**config.mk**
```make
export PLATFORM = sky130hd
export DESIGN_NAME = bus_arbiter
export DESIGN_NICKNAME = d
export VERILOG_FILES = /design/src/rtl/bus_arbiter.sv
export SDC_FILE = /design/constraint.sdc
export NUM_CORES = 1
export LEC_CHECK = 0
export ABC_AREA = 1
export BUFFER_PORTS_ARGS = -buffer_cell sky130_fd_sc_hd__buf_2
export CAP_MARGIN = 5
export CELL_PAD_IN_SITES_DETAIL_PLACEMENT = 1
export CELL_PAD_IN_SITES_GLOBAL_PLACEMENT = 2
export CORE_ASPECT_RATIO = 1.75
export CORE_UTILIZATION = 29
export CTS_BUF_LIST = sky130_fd_sc_hd__clkbuf_16
export DETAILED_ROUTE_END_ITERATION = 6
export GPL_TIMING_DRIVEN = 0
export HOLD_SLACK_MARGIN = 0.02
export PLACE_DENSITY_LB_ADDON = 0.1
export SLEW_MARGIN = 30
export SYNTH_ARGS = -nofsm -noshare
export SYNTH_HDL_FRONTEND = slang
export SYNTH_SLANG_ARGS = --single-unit
```
**constraint.sdc**
```tcl
create_clock -name clk -period 1.7 [get_ports clk]
set_input_delay 0.255 -clock clk [delete_from_list [all_inputs] [get_ports clk]]
set_output_delay 0.255 -clock clk [all_outputs]
set_load 0.01 [all_outputs]
```
**src/rtl/bus_arbiter.sv**
```systemverilog
// Round-robin arbiter with turnaround cycles for a shared tri-state bus line.
// Define BUS_ARBITER_TIMEOUT_EN to enable forced rotation after MAX_HOLD cycles.
module bus_arbiter #(
    parameter int MAX_HOLD    = 8,
    parameter int TURN_CYCLES = 1
) (
    input  logic       clk,
    input  logic       rst,
    input  logic [3:0] req,
    output logic [1:0] sel,
    output logic       enable,
    output logic [3:0] grant,
    output logic       busy
);

    localparam logic [1:0] IDLE  = 2'd0;
    localparam logic [1:0] GRANT = 2'd1;
    localparam logic [1:0] TURN  = 2'd2;

    localparam int TW = (TURN_CYCLES < 1) ? 1 : $clog2(TURN_CYCLES + 1);
    localparam logic [TW-1:0] TURN_MAX = TW'(TURN_CYCLES);

    if (MAX_HOLD < 1) begin : g_bad_hold
        $error("MAX_HOLD must be >= 1");
    end
    if (TURN_CYCLES < 1) begin : g_bad_turn
        $error("TURN_CYCLES must be >= 1");
    end

    logic [1:0]    state;
    logic [1:0]    last_winner;
    logic [TW-1:0] turn_cnt;
    logic [1:0]    win;
    logic [3:0]    win_oh;
    logic          preempt;

    // Rotating search starting just after the previous owner.
    always_comb begin
        logic       found;
        logic [1:0] idx;
        win   = 2'd0;
        found = 1'b0;
        idx   = 2'd0;
        for (int i = 1; i <= 4; i++) begin
            idx = last_winner + 2'(i);
            if (!found && req[idx]) begin
                win   = idx;
                found = 1'b1;
            end
        end
    end

    assign win_oh = 4'b0001 << win;

`ifdef BUS_ARBITER_TIMEOUT_EN
    localparam int HW = $clog2(MAX_HOLD + 1);
    localparam logic [HW-1:0] HOLD_MAX = HW'(MAX_HOLD);

    logic [HW-1:0] hold_cnt;

    assign preempt = (hold_cnt == HOLD_MAX) && |(req & ~grant);

    always_ff @(posedge clk) begin
        if (rst) begin
            hold_cnt <= '0;
        end else if (state == GRANT) begin
            if (hold_cnt != HOLD_MAX)
                hold_cnt <= hold_cnt + 1'b1;
        end else if ((state == IDLE || (state == TURN && turn_cnt == TURN_MAX))
                     && |req) begin
            hold_cnt <= HW'(1);
        end
    end
`else
    assign preempt = 1'b0;
`endif

    always_ff @(posedge clk) begin
        if (rst) begin
            state       <= IDLE;
            sel         <= 2'd0;
            enable      <= 1'b0;
            grant       <= 4'b0;
            busy        <= 1'b0;
            turn_cnt    <= '0;
            last_winner <= 2'd3;
        end else begin
            case (state)
                IDLE: begin
                    if (|req) begin
                        state       <= GRANT;
                        sel         <= win;
                        enable      <= 1'b1;
                        grant       <= win_oh;
                        busy        <= 1'b1;
                        last_winner <= win;
                    end
                end
                GRANT: begin
                    if (!req[sel] || preempt) begin
                        state    <= TURN;
                        enable   <= 1'b0;
                        grant    <= 4'b0;
                        turn_cnt <= TW'(1);
                    end
                end
                TURN: begin
                    if (turn_cnt != TURN_MAX) begin
                        turn_cnt <= turn_cnt + 1'b1;
                    end else if (|req) begin
                        state       <= GRANT;
                        sel         <= win;
                        enable      <= 1'b1;
                        grant       <= win_oh;
                        last_winner <= win;
                    end else begin
                        state <= IDLE;
                        busy  <= 1'b0;
                    end
                end
                default: begin
                    state  <= IDLE;
                    enable <= 1'b0;
                    grant  <= 4'b0;
                    busy   <= 1'b0;
                end
            endcase
        end
    end

endmodule

```
Word level (Yosys, flattened, before mapping)
Index checks and enable logic that the tools add are counted.
- add/sub/neg operators: 4
- $lt $le $gt $ge: 5
- eq/ne operators: 6
- shift-type cells: 1
- multiplexer cells: 43
- bitwise operators: 1
- reductions and logical operators: 15
- operators by type and width (operator ; count):
    2-bit two-way mux ; 11
    1-bit two-way mux ; 17
    2-bit by 3-bit < comparator with 1-bit output, second input constant ; 5
    4-bit two-way mux ; 3
    4-bit one-hot mux with 3 select lines ; 1
    1-bit binary-select mux with 2-bit select ; 5
    2-bit inequality test, second input constant ; 4
    2-bit one-hot mux with 2 select lines ; 2
    1-bit one-hot mux with 3 select lines ; 2
    2-bit one-hot mux with 3 select lines ; 1
    2-bit AND reduction ; 3
    2-bit adder, second input constant ; 2
    4-bit AND reduction ; 1
    2-bit nonzero test ; 2
    4-bit OR reduction ; 1
    1-bit by 2-bit << shifter with 4-bit output, first input constant ; 1
    1-bit logical AND ; 3
    1-bit logical NOT ; 3
    3-bit AND reduction ; 1
    2-bit by 1-bit adder with 2-bit output, second input constant ; 1
    2-bit by 1-bit equality test with 1-bit output, second input constant ; 1
    2-bit equality test, second input constant ; 1
    2-bit logical NOT ; 1
    1-bit one-hot mux with 2 select lines ; 1
    2 further kinds ; 2
- register bits: 13
- input port bits: 6
- output and inout bits: 8
- word-level logic and storage cells: 82

Longest topological paths before layout
Gate-level depths: netlist of run 1.
- word-level depth: 17
- gate-level depth with buffers: 13
- mapped depth without buffers: 12

Worst setup path after synthesis of run 1
OpenSTA, ideal clock, no wires.
- path kind: register -> register
- start point: register sel[0]
- end point: register grant[0]
- library setup time: 121 ps
- arrival time: 1259 ps
- required time: 1579 ps
- path slack: 320 ps
- cell stages (with the launch flop): 10
- buffers on the path: 0
- period minus slack after synthesis: 1380 ps
- cell sequence: dfxtp_1 > nand2_1 > o211ai_1 > nand2_1 > nand2_1 > nand2_1 > o21ai_0 > inv_1 > nand2_1 > a21oi_1
- cells in the longest elaborated chain, start to end: 4
- RTL lines (item ; RTL line ; source):
    start, declared ; 10 ; output logic [1:0] sel,
    start signal, assigned ; 92 ; sel <= win;
    start signal, assigned ; 112 ; sel <= win;
    1-bit binary-select mux with 2-bit select ; 100 ; if (!req[sel] || preempt) begin
    1-bit two-way mux (implied by the code) ; 100 ;
    2-bit inequality test (no source line) ; -- ;
    2-bit AND reduction (no source line) ; -- ;
    end signal, assigned ; 94 ; grant <= win_oh;
    end signal, assigned ; 114 ; grant <= win_oh;
    end, declared ; 12 ; output logic [3:0] grant,
No other way between the ends. The select of a mux whose other input is x is not followed.
A chain may end at the register's enable or synchronous reset.

Worst setup path after layout of run 1
- start point: register state[1]
- end point: register state[0]
- cells in the longest elaborated chain, start to end: 3
- elaborated cells between the ends (all ways): 8
- classes of those cells: eq/ne: 5; mux: 1; reduce/logical: 2
- RTL lines (item ; RTL line ; source):
    start, declared ; 30 ; logic [1:0] state;
    start signal, assigned ; 80 ; state <= IDLE;
    start signal, assigned ; 91 ; state <= GRANT;
    start signal, assigned ; 101 ; state <= TURN;
    2-bit by 1-bit equality test with 1-bit output (tied with other cells) ; 88 ; case (state)
    2-bit inequality test (no source line) ; -- ;
    3-bit AND reduction (no source line) ; -- ;
Parallel ways exist; a longest one is shown, timed or not.

==> results of run 1 <==
## final cells by class
class	count	area [um2]	share of cell area
Clock inverter	1	3.75	0.00331
Inverter	23	88.8	0.0783
Clock buffer	3	75.1	0.0662
Timing Repair Buffer	12	60.1	0.0529
Multi-Input combinational cell	104	576	0.507
Tap cell	42	52.6	0.0463
Buffer	2	16.3	0.0143
Sequential cell	13	263	0.232
## state kept, by name, summed over array words and instances, names as in the netlist
| name | count |
|---|---|
| busy | 1 |
| enable | 1 |
| grant | 4 |
| last_winner | 2 |
| sel | 2 |
| state | 2 |
| turn_cnt | 1 |
## power by group
group          internal [mW]  total (mW)  switching [mW]
Combinational          0.492        1.42           0.929
Clock                  0.310       0.433           0.124
Sequential             0.432       0.518          0.0866
## worst max path at each step
stage / to / slack [ps]
after global placement: grant[1] / 100
after global routing: grant[1] / 4
final: state[0] / 160
after detailed placement: grant[0] / 60
after CTS: grant[0] / 50
after floorplan: grant[0] / 320
## logic make-up (layout without fill, tap and decap cells)
family | after synthesis | in the layout | synth area share
flip-flops | 13 | 13 | 0.283
adder cells (fa/ha/maj) | 4 | 4 | 0.0544
AND/OR/NAND/NOR | 79 | 79 | 0.415
AO/OA/AOI/OAI | 21 | 21 | 0.133
buffers and inverters | 25 | 41 | 0.114
## layer usage
layer	up-vias	GRT usage
met3	4	0.0142
li1	485	-
met2	6	0.328
met1	440	0.172
met5	-	0
met4	0	0.0667
## stage by stage
step | utilization | cells | setup WS (ps) | hold WS [ps] | instance area (um2)
finish | 0.383 | 200 | 159 | 340 | 1130
detailed placement | 0.349 | 196 | 59.9 | 461 | 1030
global route | 0.383 | 200 | 3.88 | 367 | 1130
floorplan | - | 142 | 320 | 437 | 920
global placement | 0.349 | 196 | 98.1 | 450 | 1030
CTS | 0.375 | 200 | 47.8 | 349 | 1110
## placed cells by master, fill, tap and decap left out, drive strengths merged
cell,n
nand3,10
nor2,7
nand4,7
a211oi,1
dfxtp,13
o211ai,3
inv,22
o21ai,4
clkinv,2
buf,13
nand2,55
a21oi,13
clkbuf,4
ha,4
==> flow_summary.toml, run 1 <==
[sta]
slew_headroom = 0.852
fmax_ghz = 0.649
rsz0062_at_grt = "no"
finalSetupViolations = 0
tightest_slew_ps = 223
setup_tns_ps = 0
skew_ps = 3.56
fin_crit_ps = 1540
hold_violations = 0
min_period_over_period = 0.906
drv_slew = 0

[worst_setup_path]
crit_top_cell = "inv_1"
start_kind = "flip-flop"
crit_start = "state[1]"
cp-end-kind = "flip-flop"
r2r_slack_ps = 160
rr_endpoint = "state[0]"
cp_slowest_stage_delay_ps = 370
cp_data_arrival_time_ps = 1660
critPathSlowestCell = "dfxtp_1"
timing.rr.start = "state[1]"
cp_top_family = "flip-flops"
worstSetupPathType = "flip-flop to flip-flop"
cp_cell_sequence = "inv_1 > ha_1 > nand2_2 > nand2_1 > a21oi_2 > inv_1 > o21ai_1 > a21oi_1"
cp.depth = 8
required_ps = 1820
reg2reg_depth = 8
critPathBufInv = 2
crit_path_max_fanout = 5

[synth]
ys_seq_elements = 13
async_reset_ff_frac = 0
netlist.area_leader.share = 0.283
synth_area_um2 = 920
ys_seq_area_frac = 0.283
synth_cell_type_count = 21
ys.flop_type = "dfxtp_1"
synth_edf_count = 0
synth_nets = 152
synth_warnings = 0
syn_avg_cell_area_um2 = 6.48
synthTopCellsByArea = "dfxtp_1 28%, nand2_1 18%, inv_1 7.3%, a21oi_1 6.5%, ha_1 5.4%"
synth_cells = 142
synth_most_common_cell = "nand2_1"
yosysTopAreaCell = "dfxtp_1"
synthTopCellsByCount = "44 x nand2_1, 18 x inv_1, 13 x dfxtp_1"

[worst_hold_path]
hold_depth = 2
worstHoldPathType = "input pin to flip-flop"
hold_start = "rst"
worstHoldEndpoint = "grant[2]"

[clock_network]
cts.htree.levels = 1
clkLatencyLatePin_ps = 240
post_cts_buffers = 0
clkTransAtPathRegs_ps = 50
cts_tree = "done"
post_cts_resized = 0
cts.sinks = 13
cts_hold_buf = 0
cts_root_buffer = "clkbuf_16"
clockBufferDepth = 2
numCtsBuffers = 3

[global_route]
grt_max_degree = 11
track_usage = 0.170
gr-total-overflow = 0
grt_pass1_vias = 1013
grt_pass1_wl_mm = 4.37
antenna_found_initial = 0

[route]
drt_iter0_markers = 21
vias = 935
wl_mm = 2.47
met1Wirelength_um = 890
top_layer = "met4"
ant_nets = 0
routed_via_density = 4.68
dr_wl_met2_mm = 1.52
wl_per_cell_um = 12.4
drt_first_pass_iters = 2
wl_met3_um = 23
drc = 0

[layout]
antenna_cells = 0
area_growth_pct = 23.4
drive_gt1_frac = 0.272
fillers = 383
finalNetCount = 169

[floorplan]
placeableCoreArea_mm2 = 0.00296
dieArea_mm2 = 0.00341
initial_core_util = 0.311
rows = 26
die_y_um = 76.5
die_w_um = 44.6
io_pins = 14

[placement]
gp_congestion = 0.782
hpwl_mm = 2.06
io_buffers = 12

[power_and_ir_drop]
leakage_nw = 0.591
power.density_mw_per_mm2 = 2090
ir_drop_mv = 0.782
fin_total_pwr_mw = 2.37

[job]
drv_cap = 0

[status]
status = "finished, final reports clean"
(Power assumes the default switching activity.)
==> run 2: changes to the inputs <==
--- a/config.mk
+++ b/config.mk
@@ -5,18 +5,17 @@
 export SDC_FILE = /design/constraint.sdc
 export NUM_CORES = 1
 export LEC_CHECK = 0
-export ABC_AREA = 1
 export BUFFER_PORTS_ARGS = -buffer_cell sky130_fd_sc_hd__buf_2
 export CAP_MARGIN = 5
 export CELL_PAD_IN_SITES_DETAIL_PLACEMENT = 1
 export CELL_PAD_IN_SITES_GLOBAL_PLACEMENT = 2
 export CORE_ASPECT_RATIO = 1.75
-export CORE_UTILIZATION = 29
+export CORE_UTILIZATION = 31
 export CTS_BUF_LIST = sky130_fd_sc_hd__clkbuf_16
 export DETAILED_ROUTE_END_ITERATION = 6
 export GPL_TIMING_DRIVEN = 0
 export HOLD_SLACK_MARGIN = 0.02
-export PLACE_DENSITY_LB_ADDON = 0.1
+export PLACE_DENSITY_LB_ADDON = 0.3
 export SLEW_MARGIN = 30
 export SYNTH_ARGS = -nofsm -noshare
 export SYNTH_HDL_FRONTEND = slang
==> run 2 against run 1 <==
The run now ends with negative setup slack left. Combinational power fell by 23%. Synthesized cell count fell by 42%. First-iteration DRC count fell by 29%. Power fell by 11%. Sequential share of layout area rose by 1.6 points. Clock skew fell by 2.5 ps. Non-clock buffer count rose by 10. Critical path depth fell by 2.
==> flow_summary.toml, run 2 <==
[layout]
largest-register = "grant"
area_growth_pct = 46.0
largest_reg_flops = 4
final_common_cell = "buf_2"
final_cell_mix = "13 x buf_2, 11 x dfxtp_1, 10 x buf_4, 6 x a21oi_1"
drive_gt1_frac = 0.463
finalInstanceArea_mm2 = 0.00107
finalNetCount = 119
antenna_cells = 0

[worst_hold_path]
worstHoldPathType = "input pin to flip-flop"

[power_and_ir_drop]
ir_drop_mv = 0.966
leakage_nw = 0.475
swShare = 0.368
power_frac_seq = 0.266
power_switching_mw = 0.775
p_int_mw = 1.33
p_clk_frac = 0.210
p_comb_frac = 0.524
power.density_mw_per_mm2 = 1960

[worst_setup_path]
worstSetupPathType = "flip-flop to flip-flop"
cp-end-kind = "flip-flop"
cp_cell_sequence = "inv_2 > ha_4 > nor2b_4 > or3_4 > or4_4 > o2bb2ai_2"
cp_slowest_stage_delay_ps = 570
cp_data_arrival_time_ps = 1970
required_ps = 1880
start_kind = "flip-flop"
critPathSlowestCell = "or4_4"
crit_path_max_fanout = 4

[route]
routed_via_density = 5.58
wl_per_cell_um = 15.8
vias = 742
drc = 0
ant_nets = 0
wl_mm = 2.10
drt_first_pass_iters = 3
drt_iter0_markers = 15

[floorplan]
io_pins = 14
die_w_um = 38.8
rows = 23
initial_core_util = 0.323
placeableCoreArea_mm2 = 0.00227
dieArea_mm2 = 0.00258
die_y_um = 66.4

[synth]
synth_warnings = 0
synthXorXnorAreaFrac = 0
synth_nets = 92
synth_area_um2 = 734
synth_compound_area_frac = 0.267
synth_top_family_by_area = "compound AO/OA/AOI/OAI gates"
synth-simple-area-share = 0.210
synth_cell_type_count = 29
synthAdderAreaFrac = 0.0681
async_reset_ff_frac = 0
yosysTopAreaCell = "dfxtp_1"
synthTopCellsByCount = "13 x dfxtp_1, 9 x a21oi_1"
synth_most_common_cell = "dfxtp_1"
synth_cells = 82
synthTopCellsByArea = "dfxtp_1 35%, ha_1 6.8%, a21oi_1 6.1%, mux2i_1 5.5%, o2bb2ai_1 4.8%"
ys_seq_elements = 13
ys_seq_area_frac = 0.354
synth_mux_area_frac = 0.0545
synth_edf_count = 0
netlist.area_leader.share = 0.354
ys.flop_type = "dfxtp_1"
syn_avg_cell_area_um2 = 8.96

[sta]
finalSetupViolations = 7
tightest_slew_ps = 558
drv_slew = 0
min_period_over_period = 1.06
setup_ws_ps = -98.3
rsz0062_at_grt = "yes"
skew_ps = 1.01
fin_crit_ps = 1800
fmax_ghz = 0.556
hold_violations = 0
slew_headroom = 0.628

[status]
violations = "negative setup slack"
status = "finished with violations"

[job]
drv_cap = 0

[global_route]
grt_pass1_vias = 774
gr-total-overflow = 0
track_usage = 0.196
grt_pass1_wl_mm = 3.56
grt_max_degree = 11
antenna_found_initial = 0

[clock_network]
cts.sinks = 13
cts_tree = "done"
cts_root_buffer = "clkbuf_16"
clockBufferDepth = 2
clkTransAtPathRegs_ps = 50
cts_hold_buf = 0
numCtsBuffers = 3
clkLatencyLatePin_ps = 240
cts.htree.levels = 1

[placement]
gp_congestion = 0.670
io_buffers = 13
dpl_worst_slack_ps = -205
hpwl_mm = 1.48
placed_area_um2 = 865
run 2: kinds of logic after synthesis:
kind of cell               Yosys count
DFF                                 13
and+or+nand+nor                     24
AOI/OAI and AO/OA                   30
adders and majority gates            4
buffers and inverters                7
muxes                                4
run 2: critical path, delay by kind of cell (launching register included):
family	cells	cell delay (ps)
flops	1	330
compound gates	1	150
simple gates	3	1030
fa+ha+maj	1	160
buf+inv	1	60
run 2: worst paths after layout:
kind	from	end	slack [ps]	depth (start not counted)
worst max-delay path	state[0]	grant[2]	-100	6
worst max register to register	state[0]	grant[2]	-100	6
worst min-delay path	rst	grant[3]	350	3
worst min register to register	grant[0]	grant[0]	470	1
run 2: power by group through the flow:
stage / Clock (mW) / Sequential [mW] / Combinational, mW
after floorplan: 0 / 0.564 / 0.588
after global placement: 0 / 0.548 / 0.818
after detailed placement: 0 / 0.553 / 0.836
after CTS: 0.452 / 0.551 / 0.981
after global routing: 0.465 / 0.577 / 1.23
final: 0.441 / 0.560 / 1.10
run 2: what timing repair did:
item,in CTS,in global routing
endpoints found under the setup margin,7,10
setup buffers,5,5
resized for setup,8,8
pin swaps,2,4
run 2: routing by layer:
layer / GRT usage / vias to the layer above / routed length [um] / share of wire
li1: - / 358 / - / -
met1: 0.222 / 364 / 814 / 0.39
met2: 0.327 / 13 / 1180 / 0.56
met3: 0.0337 / 7 / 47 / 0.022
met4: 0.108 / 0 / 61 / 0.029
met5: 0 / - / 0 / 0
run 2: layout make-up:
class	instances	area, um2
plain buffers	1	3.75
clock buffers	3	75.1
clock inverters	1	3.75
fillers	268	1200
inverters	5	21.3
multi-input cells	62	532
flip-flops and latches	13	265
well taps	25	31.3
repair buffers	23	140
run 2: metrics by stage:
| step | total power, mW | hold slack (ps) | util | cells | TNS, ps |
|---|---|---|---|---|---|
| 4_1_cts | 1.98 | 342 | 0.446 | 129 | -496 |
| 2_1_floorplan | 1.15 | 452 | - | 82 | -237 |
| 3_3_place_gp | 1.37 | 448 | 0.380 | 120 | -805 |
| 6_report | 2.10 | 348 | 0.472 | 133 | -488 |
| 3_5_place_dp | 1.39 | 454 | 0.380 | 120 | -1010 |
| 5_1_grt | 2.27 | 363 | 0.472 | 133 | -934 |
==> run 3: changes to the inputs <==
--- a/config.mk
+++ b/config.mk
@@ -10,6 +10,7 @@
 export CELL_PAD_IN_SITES_DETAIL_PLACEMENT = 1
 export CELL_PAD_IN_SITES_GLOBAL_PLACEMENT = 2
 export CORE_ASPECT_RATIO = 1.75
+export CORE_MARGIN = 10
 export CORE_UTILIZATION = 31
 export CTS_BUF_LIST = sky130_fd_sc_hd__clkbuf_16
 export DETAILED_ROUTE_END_ITERATION = 6
==> run 3 against run 2 <==
The run still ends with negative setup slack left. Sequential share of layout area grew 0.32 points. Clock-buffer cell count is the same. Flip-flop and latch count is the same. First-iteration DRC count shrank 27%. Worst setup slack gained 49 ps. Critical path type unchanged.
==> flow_summary.toml, run 3 (synthesis gave the netlist of run 2 again) <==
[worst_setup_path]
crit_path_max_fanout = 5
cp_data_arrival_time_ps = 1930
cp-end-kind = "flip-flop"
required_ps = 1880
worstSetupPathType = "flip-flop to flip-flop"
r2r_slack_ps = -50
rr_endpoint = "grant[3]"
start_kind = "flip-flop"
timing.rr.start = "state[1]"
reg2reg_depth = 6

[placement]
gp_congestion = 0.773
io_buffers = 13
hpwl_mm = 1.59

[clock_network]
cts.htree.levels = 1
numCtsBuffers = 3
cts_tree = "done"
cts_hold_buf = 0
clockBufferDepth = 2
cts_root_buffer = "clkbuf_16"
cts.sinks = 13
clkTransAtPathRegs_ps = 50
clkLatencyLatePin_ps = 250

[layout]
finalNetCount = 117
area_growth_pct = 44.1
antenna_cells = 0
final_cell_mix = "13 x buf_2, 11 x dfxtp_1, 8 x buf_4, 7 x a21oi_1"
fillers = 269
seqCellArea_um2 = 265
drive_gt1_frac = 0.453
largest_reg_flops = 4
largest-register = "grant"
multi_input_area_um2 = 531
final_common_cell = "buf_2"

[sta]
fmax_ghz = 0.572
skew_ps = 3.57
fin_crit_ps = 1750
finalSetupViolations = 4
min_period_over_period = 1.03
slew_headroom = 0.660
drv_slew = 0
tightest_slew_ps = 510
hold_violations = 0
whs_ps = 330
rsz0062_at_grt = "yes"
setup_ws_ps = -49.6

[route]
wl_mm = 2.18
ant_nets = 0
routed_via_density = 5.60
drt_iter0_markers = 11
drt_first_pass_iters = 3
wl_per_cell_um = 16.7
drc = 0
vias = 733

[floorplan]
initial_core_util = 0.323
die_w_um = 56.8
dieArea_mm2 = 0.00479
rows = 23
die_y_um = 84.4
placeableCoreArea_mm2 = 0.00227
io_pins = 14

[global_route]
antenna_found_initial = 0
grt_pass1_vias = 791
track_usage = 0.0945
top_usage_layer = "met2"
gr-total-overflow = 0
use_met1 = 0.0890
grt_use_met2 = 0.169
grtUsageMet3 = 0.0241
grt_max_degree = 11
grt_pass1_wl_mm = 3.69

[worst_hold_path]
hold_depth = 3
worstHoldPathType = "input pin to flip-flop"
hold_start = "rst"
worstHoldEndpoint = "grant[2]"

[power_and_ir_drop]
leakage_nw = 0.463
ir_drop_mv = 0.962
fin_total_pwr_mw = 2.07
power.density_mw_per_mm2 = 1950

[status]
violations = "negative setup slack"
status = "finished with violations"

[job]
drv_cap = 0
-- run 3: final cells by class --
class                      instances  area share
sequential                        13       0.251
clock buffer                       3      0.0709
inverter                           5      0.0225
multi-input combinational         62       0.501
buffer                             1     0.00355
clock inverter                     1     0.00355
timing repair buffer              21       0.118
tap                               25      0.0296
-- run 3: repair_timing --
item	in CTS	in global routing
setup buffers	5	3
pin swaps	2	2
endpoints found under the setup margin	7	7
resized for setup	6	11
-- run 3: per-layer routing --
layer / part of all wire / vias up
met2: 0.57 / 12
li1: - / 351
met5: 0 / -
met4: 0.040 / 0
met1: 0.36 / 363
met3: 0.034 / 7
-- run 3: how the worst max path moves through the flow --
stage,start,endpoint,slack (ps)
4_1_cts,state[0],grant[2],-140
6_report,state[1],grant[3],-50
3_5_place_dp,state[1],grant[3],-190
5_1_grt,state[1],grant[2],-100
3_3_place_gp,state[1],grant[2],-190
2_1_floorplan,state[0],grant[2],-90
-- run 3: report_power, final --
group	internal (mW)	switching (mW)	leakage, nW
combinational	0.549	0.515	0.313
sequential	0.437	0.124	0.108
clock	0.310	0.133	0.0423
-- run 3: per-stage QoR --
stage | setup WS, ps | util | TNS (ps) | area, um2 | cells
2_1_floorplan | -86.6 | - | -237 | 768 | 82
5_1_grt | -101 | 0.466 | -411 | 1060 | 131
3_3_place_gp | -191 | 0.380 | -784 | 865 | 120
3_5_place_dp | -194 | 0.380 | -890 | 865 | 120
4_1_cts | -143 | 0.441 | -439 | 1000 | 129
6_report | -49.6 | 0.466 | -133 | 1060 | 131
-- run 3: worst max-delay path, cell delays in order (launching register included) --
cell and delay [ps]:
dfxtp_4 360, inv_4 70, ha_4 150, nor2_1 70
or3_4 390, or4_4 510, o2bb2ai_2 120
